File: src/rtl/xgmii_pkg.sv
// Shared XGMII definitions for the TX frame generator and the matching RX checker.
// Contents:
//   - XGMII control characters
//   - the idle and start words
//   - the generator state type
//   - a helper that builds one word of the incrementing payload
package xgmii_pkg;

  localparam logic [7:0] XGMII_IDLE  = 8'h07;
  localparam logic [7:0] XGMII_START = 8'hFB;
  localparam logic [7:0] XGMII_TERM  = 8'hFD;
  localparam logic [7:0] PREAMBLE    = 8'h55;
  localparam logic [7:0] SFD         = 8'hD5;

  localparam logic [63:0] IDLE_WORD  = {8{XGMII_IDLE}};
  // Lane0 carries START, lanes 1-6 carry preamble, and lane7 carries SFD.
  localparam logic [63:0] START_WORD = {SFD, {6{PREAMBLE}}, XGMII_START};
  localparam logic [7:0]  START_CTRL = 8'h01;

  typedef enum logic [2:0] {
    ST_IDLE,
    ST_START,
    ST_DATA,
    ST_TERM,
    ST_IFG,
    ST_HOLD
  } gen_state_t;

  // Builds an incrementing-pattern word whose lane0 byte equals base.
  // Only the low 8 bits of the byte index matter, because the byte values wrap mod 256.
  function automatic logic [63:0] inc_word(input logic [7:0] base);
    logic [63:0] w;
    w = '0;
    for (int unsigned i = 0; i < 8; i++) begin
      w[8*i +: 8] = base + 8'(i);
    end
    return w;
  endfunction

endpackage

File: src/rtl/xgmii_term_encode.sv
// Combinational encoder for the XGMII word that carries the terminate character.
// Lane layout:
//   - Lanes below r carry data bytes from the low lanes of data, with txc clear.
//   - Lane r carries FD.
//   - Lanes above r carry idle (07).
//   - Every lane from r upward has txc set.
// When r = 0, the output is the standalone 07..07FD terminate word.
// Ports:
//   r    - number of data bytes in the word (0..7)
//   data - source word for the data lanes
//   txd  - encoded XGMII data
//   txc  - encoded XGMII control
module xgmii_term_encode
  import xgmii_pkg::*;
(
  input  logic [2:0]  r,
  input  logic [63:0] data,
  output logic [63:0] txd,
  output logic [7:0]  txc
);

  always_comb begin
    txd = IDLE_WORD;
    txc = '1;
    for (int unsigned i = 0; i < 8; i++) begin
      if (3'(i) < r) begin
        txd[8*i +: 8] = data[8*i +: 8];
        txc[i]        = 1'b0;
      end else if (3'(i) == r) begin
        txd[8*i +: 8] = XGMII_TERM;
      end
    end
  end

endmodule

File: src/rtl/xgmii_frame_gen.sv
// XGMII TX frame source for PHY bring-up, loopback and BER soak runs.
// Each frame has three parts:
//   - a start/preamble/SFD word
//   - a payload of cfg_payload_len bytes, either incrementing or a fixed word (no FCS)
//   - a correctly placed terminate
// A programmable idle gap follows every frame.
// Ports:
//   tx_clk, tx_rst_n  - clock and asynchronous active-low reset
//   cfg_enable        - level; 1 = generate frames
//   cfg_payload_len   - payload bytes per frame; values below 8 act as 8
//   cfg_ifg_words     - idle words after each terminate; 0 acts as 1
//   cfg_pattern_sel   - 0 = incrementing bytes, 1 = cfg_fixed_word
//   cfg_fixed_word    - fixed payload word
//   cfg_frame_limit   - frames per enable; 0 = continuous
//   xgmii_txd/txc     - registered XGMII outputs; lane0 = bits 7:0
//   busy              - high outside IDLE
//   done              - one-cycle pulse when the frame limit is reached
//   frames_sent       - wrapping count of terminated frames
module xgmii_frame_gen
  import xgmii_pkg::*;
#(
  parameter int DATA_WIDTH = 64,
  parameter int CTRL_WIDTH = 8,
  parameter int CNT_WIDTH  = 32
) (
  input  logic                  tx_clk,
  input  logic                  tx_rst_n,
  input  logic                  cfg_enable,
  input  logic [15:0]           cfg_payload_len,
  input  logic [3:0]            cfg_ifg_words,
  input  logic                  cfg_pattern_sel,
  input  logic [DATA_WIDTH-1:0] cfg_fixed_word,
  input  logic [CNT_WIDTH-1:0]  cfg_frame_limit,
  output logic [DATA_WIDTH-1:0] xgmii_txd,
  output logic [CTRL_WIDTH-1:0] xgmii_txc,
  output logic                  busy,
  output logic                  done,
  output logic [CNT_WIDTH-1:0]  frames_sent
);

  gen_state_t state_q, state_d;

  // Config latched at frame start.
  logic [15:0]           len_q;
  logic [3:0]            ifg_q;
  logic                  pat_q;
  logic [DATA_WIDTH-1:0] fixed_q;
  logic [CNT_WIDTH-1:0]  limit_q;

  logic [15:0]           len_in;
  logic [3:0]            ifg_in;

  logic [15:0]           bytes_q, bytes_d, rem;
  logic [3:0]            ifg_cnt_q, ifg_cnt_d;
  logic                  fd_pend_q, fd_pend_d;
  logic [CNT_WIDTH-1:0]  run_cnt_q;

  logic                  latch, run_clr, frame_inc, done_d;
  logic [DATA_WIDTH-1:0] data_word, txd_d, te_txd;
  logic [CTRL_WIDTH-1:0] txc_d, te_txc;
  logic [2:0]            te_r;

  assign len_in    = (cfg_payload_len < 16'd8) ? 16'd8 : cfg_payload_len;
  assign ifg_in    = (cfg_ifg_words == 4'd0) ? 4'd1 : cfg_ifg_words;
  assign rem       = len_q - bytes_q;
  assign data_word = pat_q ? fixed_q : inc_word(bytes_q[7:0]);

  // Once a full final word has gone out, the pending flag forces r = 0.
  // That makes the encoder produce the standalone FD word.
  assign te_r = fd_pend_q ? 3'd0 : len_q[2:0];

  xgmii_term_encode u_term_encode (
    .r    (te_r),
    .data (data_word),
    .txd  (te_txd),
    .txc  (te_txc)
  );

  // The next-state logic also chooses the word for the state being entered.
  // That word is registered together with the state.
  always_comb begin
    state_d   = state_q;
    txd_d     = IDLE_WORD;
    txc_d     = '1;
    done_d    = 1'b0;
    bytes_d   = bytes_q;
    ifg_cnt_d = ifg_cnt_q;
    fd_pend_d = fd_pend_q;
    latch     = 1'b0;
    run_clr   = 1'b0;
    frame_inc = 1'b0;

    unique case (state_q)
      ST_IDLE: begin
        if (cfg_enable) begin
          state_d = ST_START;
          txd_d   = START_WORD;
          txc_d   = START_CTRL;
          bytes_d = '0;
          latch   = 1'b1;
          run_clr = 1'b1;
        end
      end

      ST_START, ST_DATA: begin
        if (rem > 16'd8) begin
          state_d = ST_DATA;
          txd_d   = data_word;
          txc_d   = '0;
          bytes_d = bytes_q + 16'd8;
        end else begin
          state_d = ST_TERM;
          if (len_q[2:0] == 3'd0) begin
            txd_d     = data_word;
            txc_d     = '0;
            fd_pend_d = 1'b1;
          end else begin
            txd_d     = te_txd;
            txc_d     = te_txc;
            frame_inc = 1'b1;
          end
        end
      end

      ST_TERM: begin
        if (fd_pend_q) begin
          txd_d     = te_txd;
          txc_d     = te_txc;
          fd_pend_d = 1'b0;
          frame_inc = 1'b1;
        end else begin
          state_d   = ST_IFG;
          ifg_cnt_d = 4'd1;
        end
      end

      ST_IFG: begin
        if (ifg_cnt_q >= ifg_q) begin
          if ((limit_q != '0) && (run_cnt_q == limit_q)) begin
            state_d = ST_HOLD;
            done_d  = 1'b1;
          end else if (cfg_enable) begin
            state_d = ST_START;
            txd_d   = START_WORD;
            txc_d   = START_CTRL;
            bytes_d = '0;
            latch   = 1'b1;
          end else begin
            state_d = ST_IDLE;
          end
        end else begin
          ifg_cnt_d = ifg_cnt_q + 4'd1;
        end
      end

      ST_HOLD: begin
        if (!cfg_enable) state_d = ST_IDLE;
      end

      default: state_d = ST_IDLE;
    endcase
  end

  always_ff @(posedge tx_clk or negedge tx_rst_n) begin
    if (!tx_rst_n) begin
      state_q     <= ST_IDLE;
      bytes_q     <= '0;
      ifg_cnt_q   <= '0;
      fd_pend_q   <= 1'b0;
      run_cnt_q   <= '0;
      frames_sent <= '0;
      xgmii_txd   <= IDLE_WORD;
      xgmii_txc   <= '1;
      busy        <= 1'b0;
      done        <= 1'b0;
    end else begin
      state_q   <= state_d;
      bytes_q   <= bytes_d;
      ifg_cnt_q <= ifg_cnt_d;
      fd_pend_q <= fd_pend_d;
      xgmii_txd <= txd_d;
      xgmii_txc <= txc_d;
      busy      <= (state_d != ST_IDLE);
      done      <= done_d;
      if (frame_inc) frames_sent <= frames_sent + CNT_WIDTH'(1);
      if (run_clr) begin
        run_cnt_q <= '0;
      end else if (frame_inc) begin
        run_cnt_q <= run_cnt_q + CNT_WIDTH'(1);
      end
    end
  end

  always_ff @(posedge tx_clk or negedge tx_rst_n) begin
    if (!tx_rst_n) begin
      len_q   <= 16'd8;
      ifg_q   <= 4'd1;
      pat_q   <= 1'b0;
      fixed_q <= '0;
      limit_q <= '0;
    end else if (latch) begin
      len_q   <= len_in;
      ifg_q   <= ifg_in;
      pat_q   <= cfg_pattern_sel;
      fixed_q <= cfg_fixed_word;
      limit_q <= cfg_frame_limit;
    end
  end

endmodule

File: config.mk
export PLATFORM = sky130hd
export DESIGN_NAME = xgmii_frame_gen
export DESIGN_NICKNAME = d
export VERILOG_FILES = /design/src/rtl/xgmii_pkg.sv /design/src/rtl/xgmii_term_encode.sv /design/src/rtl/xgmii_frame_gen.sv
export SDC_FILE = /design/constraint.sdc
export NUM_CORES = 1
export LEC_CHECK = 0
export BUFFER_PORTS_ARGS = -buffer_cell sky130_fd_sc_hd__buf_2
export CAP_MARGIN = 5
export CORE_ASPECT_RATIO = 2
export CORE_UTILIZATION = 30
export CTS_CLUSTER_DIAMETER = 30
export DETAILED_ROUTE_END_ITERATION = 12
export SLEW_MARGIN = 20
export SYNTH_ARGS = -nofsm -noshare
export SYNTH_HDL_FRONTEND = slang
export SYNTH_HIERARCHICAL = 1
export SYNTH_SLANG_ARGS = --single-unit
File: constraint.sdc
create_clock -name tx_clk -period 4.35 [get_ports tx_clk]
set_clock_uncertainty 0.15 [all_clocks]
set_input_delay 0.2175 -clock tx_clk [delete_from_list [all_inputs] [get_ports tx_clk]]
set_output_delay 0.2175 -clock tx_clk [all_outputs]
set_load 0.1 [all_outputs]
# Word level (Yosys, flattened, before mapping)
# Index checks and enable logic that the tools add are counted.
[classes]
n_addsub = 12
n_lt_le_gt_ge = 11
eq_ne = 20
muxes = 75
n_reduce_logical = 15
[op_table]
columns = ["op", "count"]
rows = [
  ["64-bit 2-to-1 mux", 7],
  ["64-bit one-hot mux with 4 select lines", 1],
  ["8-bit 2-to-1 mux", 22],
  ["16-bit 2-to-1 mux", 5],
  ["32-bit by 1-bit adder with 32-bit output, second input constant", 2],
  ["32-bit 2-to-1 mux", 2],
  ["16-bit one-hot mux with 3 select lines", 1],
  ["8-bit by 3-bit adder with 8-bit output, second input constant", 4],
  ["32-bit == test", 1],
  ["8-bit one-hot mux with 4 select lines", 1],
  ["32-bit nonzero test", 1],
  ["1-bit 2-to-1 mux", 22],
  ["3-bit 2-to-1 mux", 6],
  ["16-bit by 4-bit adder with 16-bit output, second input constant", 1],
  ["8-bit by 2-bit adder with 8-bit output, second input constant", 2],
  ["16-bit by 4-bit greater-than comparator with 1-bit output, second input constant", 1],
  ["16-bit by 4-bit < comparator with 1-bit output, second input constant", 1],
  ["16-bit subtractor", 1],
  ["3-bit one-hot mux with 5 select lines", 1],
  ["2-bit != test, second input constant", 7],
  ["3-bit == test, first input constant", 4],
  ["3-bit < comparator, first input constant", 4],
  ["4-bit 2-to-1 mux", 3],
  ["3-bit logical NOT", 3],
  ["other kinds (19)", 30],
]
[word_totals]
register_bits = 279
in_bits = 120
out_inout_bits = 106
wordCells = 148

# Longest topological paths before layout
# Gate-level depths: netlist of run 1.
[logic_depth]
depth_word = 7
depth_mapped = 14
mapped_depth_nobuf = 11

# Cells and area by module
# Netlist of run 1, hierarchy kept.
[modules_own_cells]
columns = ["mod", "instances", "cells_each", "area_per_inst_um2", "seq_area_each_um2"]
rows = [
  ["xgmii_frame_gen", 1, 1479, 13454.2, 6949.2],
  ["xgmii_term_encode", 1, 104, 604.3, 0.0],
]

# Least setup slack after synthesis of run 1
# No wires, ideal clock.
[synth_path]
path_type = "register to register"
start = "reg bytes_q[5]"
end = "reg run_cnt_q[5]"
setup_time_ps = 78
t_arrival_ps = 3335
required_time_ps = 4122
setup_slack_ps = 787
path_stages_with_launch = 13
n_path_buf = 1
synth_period_minus_slack_ps = 3563
cell_sequence = "dfrtp_1 inv_1 ha_1 xor2_1 a2111oi_4 o221ai_1 or4_1 a2111o_1 nor3_4 nor2_2 buf_2 or4_1 a21oi_1"
[synth_between]
elab_chain_cells = 5
[synth_lines]
columns = ["element", "line_no", "text"]
rows = [
  ["from (decl)", "xgmii_frame_gen.sv:53", "logic [15:0] bytes_q, bytes_d, rem;"],
  ["from (signal assigned)", "xgmii_frame_gen.sv:178", "bytes_q <= bytes_d;"],
  ["16-bit subtractor", "xgmii_frame_gen.sv:65", "assign rem = len_q - bytes_q;"],
  ["16-bit by 4-bit greater-than comparator with 1-bit output", "xgmii_frame_gen.sv:106", "if (rem > 16'd8) begin"],
  ["1-bit 2-to-1 mux", "xgmii_frame_gen.sv:106", ""],
  ["1-bit one-hot mux with 2 select lines", "xgmii_frame_gen.sv:93", "unique case (state_q)"],
  ["2-bit nonzero test (no source line)", "-", ""],
  ["to (signal assigned)", "xgmii_frame_gen.sv:189", "run_cnt_q <= run_cnt_q + CNT_WIDTH'(1);"],
  ["to (decl)", "xgmii_frame_gen.sv:56", "logic [CNT_WIDTH-1:0] run_cnt_q;"],
]
# No other way between the ends.
# A chain may end at the register's enable or synchronous reset.

# Final worst setup path of run 1
[layout_path]
start = "reg bytes_q[5]"
end = "reg run_cnt_q[25]"
# The elaborated chain is that of the path after synthesis.

==> results of run 1 <==
-- area by class of cell --
type / count / share of cell area [%]
flip-flops and latches: 276 / 37.2
multi-input cells: 1167 / 35.2
repair buffers: 371 / 13.9
clock buffers: 46 / 5.87
well taps: 621 / 4.16
clock inverters: 32 / 2.72
inverters: 49 / 0.984
-- flip-flops by register name, indices dropped and copies added (netlist names) --
name         count
state_q          3
busy             1
done             1
xgmii_txd       64
run_cnt_q       32
limit_q         32
xgmii_txc        8
ifg_cnt_q        4
len_q           16
fd_pend_q        1
ifg_q            4
frames_sent     32
fixed_q         64
pat_q            1
bytes_q         13
-- metrics by stage --
step                      utilization (%)  hold slack [ns]  setup TNS (ns)  power, uW  std cells
final                                40.7            0.188               0      15100       2562
after global routing                 40.7            0.243         -0.0395      15900       2562
after CTS                            40.6            0.205               0      15100       2562
after detailed placement             34.5            0.239               0      11200       2364
after global placement               34.5            0.233               0      11100       2364
after floorplan                         -           -0.228               0       9420       1584
-- worst max-delay path by stage --
stage	slack, ns	depth (start not counted)	end	start
2_1_floorplan	0.79	12	run_cnt_q[5]	bytes_q[5]
3_3_place_gp	0.40	11	xgmii_txd[47]	bytes_q[6]
3_5_place_dp	0.32	11	xgmii_txd[44]	bytes_q[6]
4_1_cts	0.29	11	run_cnt_q[25]	bytes_q[5]
5_1_grt	-0.02	11	run_cnt_q[26]	bytes_q[6]
6_report	0.27	11	run_cnt_q[25]	bytes_q[5]
-- power breakdown --
| group | internal, uW | switching (uW) |
|---|---|---|
| logic | 1940 | 5170 |
| registers | 3540 | 619 |
| clock network | 2370 | 1420 |
| total | 7840 | 7220 |
-- layer usage --
| metal | global-route usage [%] | vias to the layer above | share of wire (%) |
|---|---|---|---|
| met1 | 20.5 | 6084 | 36 |
| met3 | 2.95 | 130 | 4.4 |
| met2 | 37.7 | 379 | 54 |
| li1 | - | 6032 | - |
| met5 | 0 | - | 0 |
| met4 | 12.0 | 0 | 6.1 |
-- repair_timing --
action | in CTS | in global routing
endpoints found under the setup margin | 0 | 55
hold buffers | 120 | 0
hold endpoints to repair | 218 | 0
resized for setup | 0 | 4
==> reports/results.ini, run 1 <==
[critical_path]
worst_r2r_endpoint=run_cnt_q[25]
rr_startpoint=bytes_q[5]
cp_max_fo=9
path_buf_inv=1
cp_cell_sequence=inv_1, ha_1, a2111oi_0, o21ai_1, a41oi_1, xor2_1, nor3b_2, nand4_4, a2111oi_1, a31oi_1, o21a_1
reg2reg_slack_ns=0.27
cp-end-kind=flip-flop
cp.required_ns=4.65
critical_path_class=flip-flop to flip-flop
cp_top_family=compound AO/OA/AOI/OAI gates
crit_arrival_ns=4.38
critPathSlowestCell=a2111oi_1
worstSetupStartpointType=flip-flop
rr_worst_depth=11
max_stage_delay_ns=0.71

[finish]
fin_area_sq_mm=0.0187
nets=2048
final_common_cell=nand2_1
fillers=4490
final_cell_mix=nand2_1, dfrtp_1, buf_2, dlygate4sd3_1, a21oi_1
regArea_sq_mm=0.00695
syn_to_final_growth_pct=33.0
multi_input_area_sq_mm=0.00658
antenna_cells=0
drive_gt1_share_pct=20.8

[run_status]
status=finished clean

[cts]
clk_latency_ns=0.57
cts_setup_buffers=0
htree_levels=2
clkSinkCount=276
root_buffer=clkbuf_16
cts_tree=built
cts_buffers=42
clockBufferDepth=3
clk_pin_slew_ns=0.06

[floorplanning]
rows=111
die_area_sq_mm=0.0478
design.portCount=226
start_util_pct=30.6
core_area_sq_mm=0.0460
fp.dieW_um=155
die_h_um=308

[placement]
placed_area_sq_mm=0.0159
pre_cts_ws_ns=0.315
dpl.hpwl_um=33200
portBuffers=225
place_congestion=0.931

[timing]
period_needed_ns=4.08
slew_headroom_pct=31.5
worst_pin_slew_ns=1.03
setup_viol=0
max_freq_mhz=245
fin_crit_sh_pct=93.7
finalHoldViolCount=0
layout_setup_ws_ns=0.273
slew_violations=0

[route]
drcViolationCount=0
drt_iter0_drc=547
viasPerCell=4.93
wl_um=47300
first_pass_iters=5
via_count=12600
wl_per_cell_um=18.5
final_antenna_net_count=0

[synth]
syn_avg_cell_area_sq_um=8.88
netlist_instances=1582
yosysWarnings=6
synthesis.area_sq_mm=0.0141

[pwr]
ir_worst_vdd_mv=0.613
p_leak_uw=0.00901
p_per_area_mw_per_mm2=806

[worst_hold_path]
hold_path.class=input port to async pin

[grt]
grt_usage_pct=20.0
grt_pass1_wl_um=73000
antenna_found_initial=0
grt_overflow=0
grt_start_max_net_pins=124
grt_pass1_vias=13100

[run]
max_cap_viol_count=0

Note: power is estimated with default switching activity, not from simulation.
==> run 2, diff against run 1 <==
--- a/config.mk
+++ b/config.mk
@@ -11,6 +11,8 @@
 export CORE_UTILIZATION = 30
 export CTS_CLUSTER_DIAMETER = 30
 export DETAILED_ROUTE_END_ITERATION = 12
+export GPL_TIMING_DRIVEN = 0
+export SKIP_LAST_GASP = 1
 export SLEW_MARGIN = 20
 export SYNTH_ARGS = -nofsm -noshare
 export SYNTH_HDL_FRONTEND = slang
==> run 2 against run 1 <==
Effect of this change: utilization up 0.45 points; clock power down 4%; routed wire length up 8.9%; maximum frequency down 5.5%; clock-buffer cell count unchanged; design area up 1.1%; worst setup slack worse by 0.24 ns; die area unchanged; cell count up 2.9%; global-route usage up 1.9 points; via count up 4.5%; critical endpoint is now xgmii_txd[63]; largest power group unchanged; highest routed layer unchanged.
==> reports/results.ini, run 2 (synthesized netlist as in run 1, its figures left out) <==
[finish]
final_cell_mix=nand2_1, dfrtp_1, buf_2, dlygate4sd3_1, a21oi_1
top_regs=fixed_q (64), xgmii_txd (64)
final_common_cell=nand2_1
nets=2120  ; +3.5%
drive_gt1_share_pct=21.0  ; +0.23 points
syn_to_final_growth_pct=34.4
antenna_cells=0  ; unchanged
fin_area_sq_mm=0.0189  ; +1.1%
layoutNonFillerInstCount=2636  ; +2.9%

[timing]
slew_violations=0  ; unchanged
holdWs_ns=0.0379  ; -0.150 ns
period_needed_ns=4.31  ; +0.236 ns
setup_viol=0  ; unchanged
max_freq_mhz=232  ; -5.5%
tns_ns=0  ; unchanged
slew_headroom_pct=35.8  ; +4.3 points
worst_pin_slew_ns=0.959  ; -0.0687 ns
fin_crit_sh_pct=99.2  ; +5.4 points
finalHoldViolCount=0  ; unchanged
grt_setup_unrepaired=yes

[critical_path]
worstSetupStartpointType=flip-flop
worst_r2r_endpoint=xgmii_txd[63]
cp-end-kind=flip-flop
critPathLaunch=bytes_q[6]
cp_max_fo=10  ; +1
reg2reg_slack_ns=0.04  ; -0.24 ns
rr_worst_depth=12  ; +1
rr_startpoint=bytes_q[6]
cp.required_ns=4.61  ; -0.04 ns
crit_arrival_ns=4.57  ; +0.19 ns
critical_path_class=flip-flop to flip-flop

[floorplanning]
die_area_sq_mm=0.0478  ; unchanged
core_area_sq_mm=0.0460  ; unchanged
fp.dieW_um=155  ; unchanged
die_h_um=308  ; unchanged
design.portCount=226  ; unchanged
rows=111  ; unchanged
start_util_pct=30.6  ; unchanged

[route]
via_count=13200  ; +4.5%
drcViolationCount=0  ; unchanged
wl_per_cell_um=19.5  ; +5.8%
first_pass_iters=5  ; unchanged
wl_um=51500  ; +8.9%
drt_iter0_drc=774  ; +41%
viasPerCell=5.00  ; +1.6%
final_antenna_net_count=0  ; unchanged

[pwr]
p_int_uw=7660  ; -2.3%
p_sw_uw=7570  ; +4.9%
p_total_uw=15200  ; +1.2%
p_clk_share_pct=24.0  ; -1.2 points
sw_frac_of_total_pct=49.7  ; +1.8 points
p_leak_uw=0.00914  ; +1.4%
seqPwrFrac_pct=27.3  ; -0.3 points
share_comb_of_total_power_pct=48.7  ; +1.5 points
ir_worst_vdd_mv=0.685  ; +12%
p_per_area_mw_per_mm2=806  ; about the same

[worst_hold_path]
hold_path.class=input port to async pin

[cts]
cts_tree=built
htree_levels=2  ; unchanged
clk_latency_ns=0.56  ; about the same
clockBufferDepth=3  ; unchanged
root_buffer=clkbuf_16
clk_pin_slew_ns=0.06  ; about the same
cts_buffers=44  ; +4.8%
clkSinkCount=276  ; unchanged

[placement]
dpl.hpwl_um=38300  ; +16%
place_congestion=0.914  ; -1.8%
portBuffers=225  ; unchanged
dp_cells=2433  ; +2.9%
placed_area_sq_mm=0.0161  ; +1.2%

[run]
max_cap_viol_count=0  ; unchanged

[grt]
grt_start_max_net_pins=95  ; -23%
grt_usage_pct=21.9  ; +1.9 points
grt_pass1_wl_um=78100  ; +6.9%
grt_overflow=0  ; unchanged
antenna_found_initial=0  ; unchanged
grt_pass1_vias=13700  ; +5.1%

[run_status]
status=finished clean

-- run 2: worst max-delay path: stages (launching register included) --
cell and delay, ns:
dfrtp_1 0.40, inv_1 0.08, ha_1 0.35, a2111oi_0 0.42
o21ai_0 0.27, a2111oi_0 0.42, nor4_1 0.16, nor2_1 0.28
and4_4 0.36, nand2b_1 0.18, and2_2 0.36, clkbuf_2 0.28
a221o_1 0.46
-- run 2: metal layers --
metal | track usage [%] | routed length, um | vias up
li1 | - | - | 6187
met1 | 22.4 | 18000 | 6357
met2 | 40.8 | 27500 | 479
met3 | 2.32 | 2150 | 170
met4 | 15.6 | 3800 | 0
met5 | 0 | 0 | -
-- run 2: repair_timing --
action,4_1_cts,5_1_grt
pin swaps,1,0
hold buffers,120,0
endpoints found under the setup margin,137,102
hold endpoints to repair,291,0
gates cloned,0,0
buffers inserted,3,0
gates resized for setup,15,24
-- run 2: worst max-delay path by stage --
stage	slack [ns]	cells past startpoint	endpoint
floorplan	0.79	12	run_cnt_q[5]
global placement	-2.24	1	limit_q[10]
detailed placement	-0.38	13	xgmii_txd[63]
CTS	0.02	12	len_q[7]
global route	-0.05	13	frames_sent[28]
finish	0.04	12	xgmii_txd[63]
-- run 2: stage by stage --
| step | util, % | setup WS, ns |
|---|---|---|
| final | 41.1 | 0.0365 |
| after global routing | 41.1 | -0.0533 |
| after CTS | 41.0 | 0.0159 |
| after detailed placement | 34.9 | -0.382 |
| after global placement | 34.7 | -2.24 |
| after floorplan | - | 0.787 |
-- run 2: cell type report --
class	instances	area, sq um
clock buffer	46	1150
tap	621	777
multi-input combinational	1167	6550
sequential	276	6950
fill	4527	27100
clock inverter	36	405
timing repair buffer	351	2450
buffer	90	424
inverter	49	184
-- run 2: power groups by stage --
| stage | Clock [uW] | Sequential (uW) | Combinational, uW |
|---|---|---|---|
| 2_1_floorplan | 0 | 6050 | 3370 |
| 3_3_place_gp | 0 | 4180 | 7160 |
| 3_5_place_dp | 0 | 4190 | 7240 |
| 4_1_cts | 3720 | 4160 | 7380 |
| 5_1_grt | 3830 | 4240 | 7940 |
| 6_report | 3660 | 4160 | 7420 |
